File: src/rtl/lut_eval_pkg.sv
// Shared sizing helpers and the default truth table for the LUT evaluator.
// The default table is for the 3-input / 2-output configuration.
package lut_eval_pkg;

    // Default 3-in/2-out table. Entries 0..7 read 0,1,1,2,1,3,2,3.
    localparam logic [15:0] DEF_INIT_TABLE = 16'hED94;

    function automatic int tbl_depth(input int n_in);
        return 2 ** n_in;
    endfunction

    // Bit offset of entry idx inside a packed table of n_out-bit entries.
    function automatic int ent_lo(input int idx, input int n_out);
        return idx * n_out;
    endfunction

endpackage

File: src/rtl/lut_table.sv
// Runtime-writable truth table: one synchronous write port and one combinational read port.
// Reset reloads every entry from INIT_TABLE.
module lut_table
    import lut_eval_pkg::*;
#(
    parameter int N_IN  = 3,
    parameter int N_OUT = 2,
    parameter logic [N_OUT*(2**N_IN)-1:0] INIT_TABLE = DEF_INIT_TABLE
) (
    input  logic             clk,
    input  logic             rst,
    input  logic             we,
    input  logic [N_IN-1:0]  waddr,
    input  logic [N_OUT-1:0] wdata,
    input  logic [N_IN-1:0]  raddr,
    output logic [N_OUT-1:0] rdata
);

    localparam int DEPTH = tbl_depth(N_IN);

    logic [N_OUT-1:0] mem_reg [DEPTH];

    always_ff @(posedge clk or posedge rst) begin
        if (rst) begin
            for (int i = 0; i < DEPTH; i++) begin
                mem_reg[i] <= INIT_TABLE[ent_lo(i, N_OUT) +: N_OUT];
            end
        end else if (we) begin
            mem_reg[waddr] <= wdata;
        end
    end

    // Read sees the pre-edge contents, so a same-edge write only affects later lookups.
    assign rdata = mem_reg[raddr];

endmodule

File: src/rtl/lut_eval_pipe.sv
// Two-stage valid/ready truth-table evaluator with reloadable table and a
// saturating count of results handed off downstream.
module lut_eval_pipe
    import lut_eval_pkg::*;
#(
    parameter int N_IN  = 3,
    parameter int N_OUT = 2,
    parameter int CNT_W = 16,
    parameter logic [N_OUT*(2**N_IN)-1:0] INIT_TABLE = DEF_INIT_TABLE
) (
    input  logic             clk,
    input  logic             rst,
    input  logic             cfg_we,
    input  logic [N_IN-1:0]  cfg_addr,
    input  logic [N_OUT-1:0] cfg_data,
    input  logic             in_valid,
    output logic             in_ready,
    input  logic [N_IN-1:0]  in_x,
    output logic             out_valid,
    input  logic             out_ready,
    output logic [N_OUT-1:0] out_z,
    output logic [CNT_W-1:0] res_cnt
);

    logic             s1_valid_reg;
    logic [N_IN-1:0]  s1_x_reg;
    logic             out_valid_reg;
    logic [N_OUT-1:0] out_z_reg;
    logic [CNT_W-1:0] res_cnt_reg;
    logic [N_OUT-1:0] lut_rdata;
    logic             s1_load;
    logic             s2_load;
    logic             hand_off;

    lut_table #(
        .N_IN       (N_IN),
        .N_OUT      (N_OUT),
        .INIT_TABLE (INIT_TABLE)
    ) u_table (
        .clk   (clk),
        .rst   (rst),
        .we    (cfg_we),
        .waddr (cfg_addr),
        .wdata (cfg_data),
        .raddr (s1_x_reg),
        .rdata (lut_rdata)
    );

    // Stage 2 can take a new item when empty or when its current item leaves this cycle.
    assign s2_load  = s1_valid_reg && (!out_valid_reg || out_ready);
    assign in_ready = !s1_valid_reg || s2_load;
    assign s1_load  = in_valid && in_ready;
    assign hand_off = out_valid_reg && out_ready;

    always_ff @(posedge clk or posedge rst) begin
        if (rst) begin
            s1_valid_reg <= 1'b0;
            s1_x_reg     <= '0;
        end else if (s1_load) begin
            s1_valid_reg <= 1'b1;
            s1_x_reg     <= in_x;
        end else if (s2_load) begin
            s1_valid_reg <= 1'b0;
        end
    end

    // On drain out_z keeps its last value; only the valid flag drops.
    always_ff @(posedge clk or posedge rst) begin
        if (rst) begin
            out_valid_reg <= 1'b0;
            out_z_reg     <= '0;
        end else if (s2_load) begin
            out_valid_reg <= 1'b1;
            out_z_reg     <= lut_rdata;
        end else if (hand_off) begin
            out_valid_reg <= 1'b0;
        end
    end

    always_ff @(posedge clk or posedge rst) begin
        if (rst) begin
            res_cnt_reg <= '0;
        end else if (hand_off && (res_cnt_reg != {CNT_W{1'b1}})) begin
            res_cnt_reg <= res_cnt_reg + CNT_W'(1);
        end
    end

    assign out_valid = out_valid_reg;
    assign out_z     = out_z_reg;
    assign res_cnt   = res_cnt_reg;

endmodule

File: config.mk
export PLATFORM = sky130hd
export DESIGN_NAME = lut_eval_pipe
export DESIGN_NICKNAME = d
export VERILOG_FILES = /design/src/rtl/lut_eval_pkg.sv /design/src/rtl/lut_table.sv /design/src/rtl/lut_eval_pipe.sv
export SDC_FILE = /design/constraint.sdc
export NUM_CORES = 1
export LEC_CHECK = 0
export ABC_AREA = 0
export BUFFER_PORTS_ARGS = -buffer_cell sky130_fd_sc_hd__buf_2
export CORE_MARGIN = 2
export CORE_UTILIZATION = 25
export CTS_CLUSTER_DIAMETER = 60
export CTS_CLUSTER_SIZE = 28
export DETAILED_ROUTE_END_ITERATION = 8
export GPL_TIMING_DRIVEN = 0
export PLACE_DENSITY = 0.4
export RECOVER_POWER = 100
export SLEW_MARGIN = 20
export SYNTH_ARGS = -nofsm -noshare
export SYNTH_HDL_FRONTEND = slang
export SYNTH_SLANG_ARGS = --single-unit
File: constraint.sdc
create_clock -name clk -period 1.8 [get_ports clk]
set_clock_uncertainty 0.1 [all_clocks]
set_input_delay 0.27 -clock clk [delete_from_list [all_inputs] [get_ports clk]]
set_output_delay 0.27 -clock clk [all_outputs]
set_load 0.01 [all_outputs]
==> results_dict.tcl <==
set metrics [dict create \
    tightest_slew_ns 0.743 \
    grt_max_degree 22 \
    drv_cap 0 \
    die_area_um2 8230 \
    regArea_um2 997 \
    start_util 0.259 \
    n_antenna_cell 0 \
    routed_via_density 4.62 \
    worstSetupEndpointType "flop" \
    ant_nets 0 \
    track_usage 0.114 \
    synthesis.area_um2 1880 \
    synth.most_common_cell "dfrtp_1" \
    grt_pass1_wl_um 7320 \
    drive_above_1_share 0.472 \
    cts.sink_count 39 \
    p_sw_frac 0.320 \
    finalWeightedCongestion 0.724 \
    rsz0062_at_grt "yes" \
    clkPwrFrac 0.232 \
    synthTopCellsByCount "dfrtp_1 (30), mux2_2 (19), dfstp_2 (9), nand2_1 (9), xor2_1 (8)" \
    core.rowCount 31 \
    finalNonFillerCells 294 \
    hold_violations 0 \
    setup_slack_ns -0.00816 \
    design.portCount 33 \
    netlist_instances 145 \
    max-vdd-ir-drop_mv 0.309 \
    post-route-period-util 1.00 \
    tns_ns -0.00816 \
    io_buffer_count 32 \
    numCtsBuffers 5 \
    slew_violations 0 \
    fillers 765 \
    cts.reportedPaths.clkPinSlew_ns 0.08 \
    drt_wl_total_um 4420 \
    cts_tree "done" \
    power.total_mw 2.60 \
    drt_iter0_markers 47 \
    hpwl_um 3110 \
    wire_per_inst_um 15.0 \
    fmax_mhz 553 \
    cts_htree_levels 2 \
    period_needed_ns 1.81 \
    syn_area_per_cell_um2 13.0 \
    ys_ff_latch 39 \
    die_width_um 90.7 \
    p_leak_nw 0.978 \
    synth.largest_area_cell "dfrtp_1" \
    yosysSeqAreaShare 0.525 \
    grt-ovfl-total 0 \
    vias 1357 \
    synth_area_leaders "dfrtp_1 (40%), dfstp_2 (13%), mux2_2 (11%), mux4_2 (4.8%), xor2_1 (3.7%)" \
    drt_first_pass_iters 4 \
    whs_ns 0.0758 \
    setup_viol 1 \
    p_comb_frac 0.282 \
    dp.cells 277 \
    status "finished, violations left" \
    clockBufferDepth 2 \
    multi_input_area_um2 910 \
    switchingPower_mw 0.832 \
    drc 0 \
    ys_async_sr_fraction 1.00 \
    cp.arrival_ns 1.89 \
    yosysWarnings 0 \
    failed_checks "setup timing" \
    synth_top_area_share 0.399 \
    insertion_delay_ns 0.29 \
    grt_pass1_vias 1381 \
    synthFlopType "dfrtp_1" \
    nNetsFinal 208 \
    synth_nets 159 \
    worstSetupPathType "flop to flop" \
    hold_path_class "input port to flop" \
    fp.dieH_um 90.7 \
    cp_max_fo 2 \
    antenna_found_initial 0 \
    crit_required_ns 1.89 \
    root_buffer "clkbuf_8" \
    area_growth_pct 25.8 \
    synth_edf_count 0 \
    critPathLaunchType "flop" \
    slew_headroom 0.504 \
    powerDensity_nw_per_um2 1100 \
    p_int_mw 1.77 \
    synth_cell_type_count 36 \
    seq_power_share 0.486 \
    coreArea_um2 7250 \
]
per-layer routing:
metal	track usage	wire, um
met1	0.170	2240
met2	0.152	1920
met3	0.0334	211
met4	0.0449	46
met5	0	0
critical path: stages, from the launching register on:
cell     delay [ns]
dfrtp_2        0.40
ha_4           0.16
nand3_4        0.07
or4_4          0.51
o21ai_4        0.16
mux2_4         0.31
power by group through the flow:
stage	Sequential (mW)	Clock (mW)	Combinational (mW)
2_1_floorplan	1.29	0	0.377
3_3_place_gp	1.29	0	0.592
3_5_place_dp	1.30	0	0.610
4_1_cts	1.26	0.626	0.721
5_1_grt	1.30	0.675	0.808
6_report	1.26	0.603	0.733
through the flow:
step / util / setup WS (ns) / cell area [um2]
3_3_place_gp: 0.300 / -0.147 / 2180
6_report: 0.326 / -0.00816 / 2360
5_1_grt: 0.326 / -0.0653 / 2360
3_5_place_dp: 0.304 / -0.153 / 2210
2_1_floorplan: - / -0.104 / 1890
4_1_cts: 0.326 / -0.0931 / 2360
cell usage in the layout (no fill, tap or decap), types with 2 or more instances in the layout:
master | netlist | routed
a21oi_1 | 5 | 5
and2_1 | 2 | 2
and4_1 | 3 | 2
buf_2 | 1 | 23
buf_4 | 0 | 9
clkbuf_1 | 1 | 10
clkbuf_8 | 0 | 5
clkinvlp_4 | 0 | 2
dfrtp_1 | 30 | 22
dfrtp_2 | 0 | 8
dfstp_2 | 9 | 8
mux2_2 | 19 | 19
mux2i_1 | 3 | 3
mux4_2 | 4 | 4
nand2_1 | 9 | 9
nand2b_1 | 4 | 4
nand3_1 | 3 | 3
nand3_4 | 1 | 2
nand4_1 | 7 | 7
nand4b_1 | 3 | 3
nor2_1 | 2 | 2
nor3_1 | 7 | 7
nor3b_1 | 2 | 2
nor4_2 | 0 | 2
o211ai_1 | 2 | 2
o21ai_1 | 2 | 2
o31ai_1 | 2 | 2
xnor2_1 | 2 | 2
xor2_1 | 8 | 8
worst paths after layout:
check / slack (ns) / cells past startpoint / end / start
max in group asynchronous: 0.16 / 4 / u_table.mem_reg[4] / rst
setup reg to reg: -0.008 / 5 / res_cnt[1] / res_cnt[1]
hold / removal: 0.08 / 2 / s1_valid_reg / in_valid
hold reg to reg: 0.40 / 2 / out_z[0] / out_z[0]
min in group asynchronous: 0.54 / 3 / s1_valid_reg / rst
setup / recovery: -0.008 / 5 / res_cnt[1] / res_cnt[1]
layout make-up:
class | instances | area share
sequential | 39 | 0.422
multi-input combinational | 102 | 0.385
timing repair buffer | 43 | 0.0984
tap | 99 | 0.0524
clock buffer | 5 | 0.0291
clock inverter | 3 | 0.00847
inverter | 2 | 0.00317
buffer | 1 | 0.00212
logic make-up after synthesis:
family          after synthesis  share of synthesized area
compound gates               14                     0.0513
flops                        39                      0.525
buf+inv                       4                    0.00865
mux                          27                      0.186
xor+xnor                     10                     0.0466
simple gates                 50                      0.176
fa+ha+maj                     1                    0.00666
repair_timing:
action | CTS | global route
pin swaps | 4 | 4
endpoints found under the hold margin | 18 | 0
gates resized for setup | 1 | 9
buffers inserted | 7 | 2
endpoints found under the setup margin | 3 | 7
gates cloned | 0 | 0
hold buffers | 1 | 0
Power figures use the tool's default switching activity.
